**config.mk**
```make
export PLATFORM = sky130hd
export DESIGN_NAME = alu_issue_stage
export DESIGN_NICKNAME = d
export VERILOG_FILES = /design/src/rtl/alu_issue_stage.sv
export SDC_FILE = /design/constraint.sdc
export NUM_CORES = 1
export LEC_CHECK = 0
export CAP_MARGIN = 20
export CORE_UTILIZATION = 39
export DETAILED_ROUTE_END_ITERATION = 10
export PLACE_DENSITY_LB_ADDON = 0.12
export RECOVER_POWER = 25
export SLEW_MARGIN = 20
export SYNTH_ARGS = -nofsm -noshare
export SYNTH_HDL_FRONTEND = slang
export SYNTH_SLANG_ARGS = --single-unit
export TNS_END_PERCENT = 100
```
**constraint.sdc**
```tcl
create_clock -name clk -period 1.82 [get_ports clk]
set_input_delay 0.182 -clock clk [delete_from_list [all_inputs] [get_ports clk]]
set_output_delay 0.182 -clock clk [all_outputs]
set_load 0.1 [all_outputs]
```
**src/rtl/alu_issue_stage.sv**
```systemverilog
// Purpose : registered RV32I issue stage; decodes one instruction into ALU controls/operands.
// Latency : 1 cycle; an instruction accepted at edge N is presented after edge N.
// Backpressure: in_ready = ~out_valid | out_ready; outputs hold while out_valid & ~out_ready.
//
// Ports: clk/rst_n (async active-low); in_valid/in_ready + instr/pc/rs1_data/rs2_data upstream;
//        flush kills held and incoming; out_valid/out_ready + opA/opB/S/M/Cin/rd/rd_we/out_pc/illegal.
// Optional: `define ISSUE_FWD_EN adds fwd_valid/fwd_rd/fwd_data bypass onto rs1/rs2.
module alu_issue_stage #(
  parameter int                XLEN         = 32,
  parameter logic [XLEN-1:0]   RESET_PC_TAG = '0
) (
  input  logic            clk,
  input  logic            rst_n,
  input  logic            in_valid,
  output logic            in_ready,
  input  logic [31:0]     instr,
  input  logic [XLEN-1:0] pc,
  input  logic [XLEN-1:0] rs1_data,
  input  logic [XLEN-1:0] rs2_data,
`ifdef ISSUE_FWD_EN
  input  logic            fwd_valid,
  input  logic [4:0]      fwd_rd,
  input  logic [XLEN-1:0] fwd_data,
`endif
  input  logic            flush,
  output logic            out_valid,
  input  logic            out_ready,
  output logic [XLEN-1:0] opA,
  output logic [XLEN-1:0] opB,
  output logic [3:0]      S,
  output logic            M,
  output logic            Cin,
  output logic [4:0]      rd,
  output logic            rd_we,
  output logic [XLEN-1:0] out_pc,
  output logic            illegal
);

  localparam logic [6:0] OPC_R     = 7'b0110011;
  localparam logic [6:0] OPC_I     = 7'b0010011;
  localparam logic [6:0] OPC_LUI   = 7'b0110111;
  localparam logic [6:0] OPC_AUIPC = 7'b0010111;

  typedef struct packed {
    logic [XLEN-1:0] opa;
    logic [XLEN-1:0] opb;
    logic [3:0]      s;
    logic            m;
    logic            cin;
    logic [4:0]      rd;
    logic            rd_we;
    logic            illegal;
  } issue_t;

  // funct3 -> {supported, S, M} shared by the R-type and I-type forms (ADD/AND/OR/XOR).
  function automatic logic [5:0] alu_sel(input logic [2:0] f3);
    case (f3)
      3'b000:  alu_sel = {1'b1, 4'b1001, 1'b1};
      3'b111:  alu_sel = {1'b1, 4'b1000, 1'b0};
      3'b110:  alu_sel = {1'b1, 4'b1110, 1'b0};
      3'b100:  alu_sel = {1'b1, 4'b0110, 1'b0};
      default: alu_sel = 6'b0;
    endcase
  endfunction

  issue_t          dec;
  issue_t          q;
  logic [XLEN-1:0] pc_q;
  logic [XLEN-1:0] src1, src2;
  logic [XLEN-1:0] imm_i, imm_u;
  logic [5:0]      sel;
  logic            bad;
  logic [6:0]      opc, f7;
  logic [2:0]      f3;

  assign opc   = instr[6:0];
  assign f3    = instr[14:12];
  assign f7    = instr[31:25];
  assign imm_i = {{(XLEN-12){instr[31]}}, instr[31:20]};
  assign imm_u = {instr[31:12], 12'b0};
  assign sel   = alu_sel(f3);

  always_comb begin
    src1 = rs1_data;
    src2 = rs2_data;
`ifdef ISSUE_FWD_EN
    if (fwd_valid && fwd_rd != 5'd0 && fwd_rd == instr[19:15]) src1 = fwd_data;
    if (fwd_valid && fwd_rd != 5'd0 && fwd_rd == instr[24:20]) src2 = fwd_data;
`endif
  end

  always_comb begin
    dec    = '0;
    dec.rd = instr[11:7];
    bad    = 1'b0;
    case (opc)
      OPC_R: begin
        dec.opa = src1;
        dec.opb = src2;
        if (f7 == 7'b0000000 && sel[5]) begin
          dec.s = sel[4:1];
          dec.m = sel[0];
        end else if (f7 == 7'b0100000 && f3 == 3'b000) begin
          // SUB as A + ~B + 1; inversion happens after any forwarding.
          dec.opb = ~src2;
          dec.s   = 4'b1001;
          dec.m   = 1'b1;
          dec.cin = 1'b1;
        end else begin
          bad = 1'b1;
        end
      end
      OPC_I: begin
        dec.opa = src1;
        dec.opb = imm_i;
        dec.s   = sel[4:1];
        dec.m   = sel[0];
        bad     = ~sel[5];
      end
      OPC_LUI: begin
        dec.opb = imm_u;
        dec.s   = 4'b1010;
      end
      OPC_AUIPC: begin
        dec.opa = pc;
        dec.opb = imm_u;
        dec.s   = 4'b1001;
        dec.m   = 1'b1;
      end
      default: bad = 1'b1;
    endcase
    // Unsupported instructions still issue, but as a zeroed bubble flagged for trapping.
    if (bad) begin
      dec         = '0;
      dec.rd      = instr[11:7];
      dec.illegal = 1'b1;
    end else begin
      dec.rd_we = (instr[11:7] != 5'd0);
    end
  end

  assign in_ready = ~out_valid | out_ready;

  always_ff @(posedge clk or negedge rst_n) begin
    if (!rst_n) begin
      out_valid <= 1'b0;
      q         <= '0;
      pc_q      <= RESET_PC_TAG;
    end else if (flush) begin
      out_valid <= 1'b0;
      q.rd_we   <= 1'b0;
      q.illegal <= 1'b0;
    end else if (in_valid && in_ready) begin
      out_valid <= 1'b1;
      q         <= dec;
      pc_q      <= pc;
    end else if (out_ready) begin
      out_valid <= 1'b0;
    end
  end

  assign opA     = q.opa;
  assign opB     = q.opb;
  assign S       = q.s;
  assign M       = q.m;
  assign Cin     = q.cin;
  assign rd      = q.rd;
  assign rd_we   = q.rd_we;
  assign illegal = q.illegal;
  assign out_pc  = pc_q;

endmodule

```
==> run metrics <==
status=completed; # rows=43; fin. max-slew vios=0; CP Data Required Time=between 2 and 2.5 ns; unrepaired setup endpoints after global routing=false; port buffer count=243; crit-path max FO=7; final core utilization=around 63%; Area Growth Syn to Fin=55.48%; Worst-path clk slew=around 0.070 ns; Mean Syn Cell Area=around 9.2 um2; sequential cell area fraction in the yosys report=between 40 and 50%; area share of the largest cell type after synthesis=approximately 49%; Via Count=approximately 6000; crit start category=input port; final setup fails=0; DRC=0; Synth Warn #=0; FILL cells=~1200; Clock Sinks=between 100 and 150; initial antenna violation count=0; crit path DAT=a little under 2 ns; die area=approximately 15000 um2; drt total wl=19150 um; Synth Net Count=750; Die Y=122.4 um; fmax=a little under 600 MHz; overflow left after global routing=0; hold path cells=3; Worst-Skew Late Latency=0.34 ns; Worst Hold End=rd[4]; largest net degree at the start of global routing=between 50 and 60; Avg WL per Cell=roughly 18 um; crit share post-route=95.15%; Max VDD drop=466.8 uV; # IOs=~240; Slowest cell on crit path=or4_4; Via-to-Cell Ratio=around 5.7; Post-DP HPWL=about 14000 um; 1st-iter DRT viols=approximately 470; Starting Density=about 40%; CTS max path bufs=2; die width=about 120 um; Max-Cap Viols=0; R2R Path Start=out_valid; top cells by area in the synthesized netlist=dfrtp_1, nand2_1, o31ai_1; Tightest Pin Transition=roughly 0.80 ns; fin nets=around 1000; Post-Synthesis Cell Area=5652 um2; biggest area consumer among synthesized cells=dfrtp_1; Worst Hold Class=input port to flop; HP Start=instr[11]; Reg2Reg Depth=5; reg2reg setup slack=around 0.19 ns; Worst Skew=a little over 0.008 ns; Final Hold Violating Endpoints=0; RR Endpoint=opB[2]; Post-Synthesis Cells=approximately 620; total track usage=between 20% and 30%; global-route wire length before repair=a little over 30000 um; Slew HR=~46%; flops & latches, synth=110; Slowest Stage Delay on Critical Path=roughly 0.58 ns; Root Buffer=clkbuf_16; Tmin final=roughly 1.7 ns; leakage power=between 3 and 4 nW; Layout Cells excl Fill=roughly 1100; Power Dens Cells=about 760 nW/um2; Setup TNS=0 ns; Netlist cell types=42; vias in the first global route=5863; Worst setup EP type=flop; critical-path cell list=dlygate4sd2_1, or4_4, buf_4, o311ai_0, o211ai_1, a32o_1; CTS tree=yes; Ant. Diodes=0; First-pass DRT Iterations=4; Inst Count DP=just over 1000; Placer Congestion=0.9122; TritonCTS Buffers=9; area of the core=around 14000 um2; worst setup path category=input port to flop; layout cell share with drive strength beyond 1=a little under a quarter; htree depth=3; Pwr Total=6.698 mW; DRT antenna net count=0
[how the worst max path moves through the flow]
stage	from	endpoint	slack (ns)	cells past startpoint
6_report	instr[28]	opB[12]	0.09	6
5_1_grt	instr[28]	opB[9]	0.008	8
4_1_cts	instr[13]	opB[15]	0.01	9
3_5_place_dp	instr[27]	opB[13]	-0.54	6
3_3_place_gp	instr[14]	opB[19]	-0.46	7
2_1_floorplan	out_valid	opA[2]	-0.13	5
[synthesized netlist by cell type]
cell	count
nor2_1	12
or2_2	1
o21ai_1	1
o21ai_0	2
a211oi_1	7
o311ai_0	14
o22ai_1	1
or3_1	1
or4_1	3
o31ai_2	1
a21o_1	5
a31o_2	2
a31oi_1	2
nand3_1	3
or4_4	1
and3_1	1
o2111ai_1	11
nand3b_1	2
clkbuf_1	54
nand2_1	179
buf_2	2
buf_1	2
inv_1	2
dfrtp_1	110
nor3_1	7
a311o_1	1
nand4b_1	1
or4b_1	1
nor2b_1	4
nor3b_2	1
o31ai_1	55
a22oi_1	32
o211ai_1	15
a32o_1	15
mux2i_1	11
a21oi_1	16
nor3b_1	1
nor3_4	1
o311a_1	5
buf_6	3
nand2b_1	28
o221ai_1	1
[flip-flops by register name (all words and copies together), names as in the netlist]
| signal | flops |
|---|---|
| M | 1 |
| rd_we | 1 |
| out_pc | 32 |
| rd | 5 |
| out_valid | 1 |
| opB | 32 |
| Cin | 1 |
| illegal | 1 |
| opA | 32 |
| S | 4 |
[cells in the final DEF (no fill, tap or decap), types with 7 or more instances in the layout]
master           netlist  final
a21oi_1               16     16
nand2_1              179    179
o311ai_1               0     11
mux2i_1               11     11
clkdlybuf4s50_1        0    123
a32o_1                15     15
buf_12                 0     15
o31ai_1               55     55
nand2b_1              28     27
clkbuf_16              0      9
nor2_1                12     12
dlygate4sd2_1          0      7
o211ai_1              15     15
dfrtp_1              110    109
o2111ai_1             11     11
buf_4                  0    151
a22oi_1               32     32
[kinds of logic (layout without fill, tap and decap cells)]
family / after synthesis / after routing / synth area share (%)
multiplexers: 11 / 11 / 1.948
flip-flops: 110 / 110 / 48.70
AND/OR/NAND/NOR: 247 / 248 / 19.28
buffers and inverters: 63 / 320 / 4.627
AO/OA/AOI/OAI: 186 / 186 / 25.44
[worst max-delay path: cells and delay by family]
kind / cells / cell delay (ns)
AO/OA/AOI/OAI: 3 / 0.74
buffers and inverters: 2 / 0.47
AND/OR/NAND/NOR: 1 / 0.58
[stage by stage]
step                      instance area (um2)  setup WS, ns  hold WS (ns)
after floorplan                          5705       -0.1287       -0.1136
after global placement                   8446       -0.4632        0.1362
after detailed placement                 8446       -0.5364        0.1434
after CTS                                8796       0.01488        0.3142
after global routing                     8787      0.007808        0.4092
final                                    8787       0.08834        0.3870
[power by group]
group          internal (mW)  leakage, nW  switching (mW)
Sequential              2.57         1.47          0.0748
Combinational          0.654         2.29            1.52
Clock                  0.971        0.134           0.905
[what timing repair did]
action / 4_1_cts / 5_1_grt
endpoints found under the setup margin: 57 / 25
gates resized for setup: 18 / 7
hold endpoints to repair: 26 / 0
hold buffers: 1 / 0
setup buffers: 2 / 0
cloned: 2 / 0
pin swaps: 7 / 3
[per-layer routing]
metal / global-route usage (%) / vias to the layer above / part of all wire, %
met5: 0 / - / 0
met4: 9.909 / 0 / 2.5
met3: 5.344 / 38 / 9.1
met2: 43.08 / 315 / 47
met1: 33.59 / 2848 / 41
li1: - / 2760 / -
[final cells by class]
type	instances	area, um2	share of cell area (%)
clock inverters	4	32.53	0.3702
clock buffers	11	242.7	2.762
multi-input cells	445	2718	30.93
repair buffers	303	2805	31.92
inverters	2	7.507	0.08543
well taps	180	225.2	2.563
flip-flops and latches	110	2756	31.37
(Power assumes the default switching activity.)
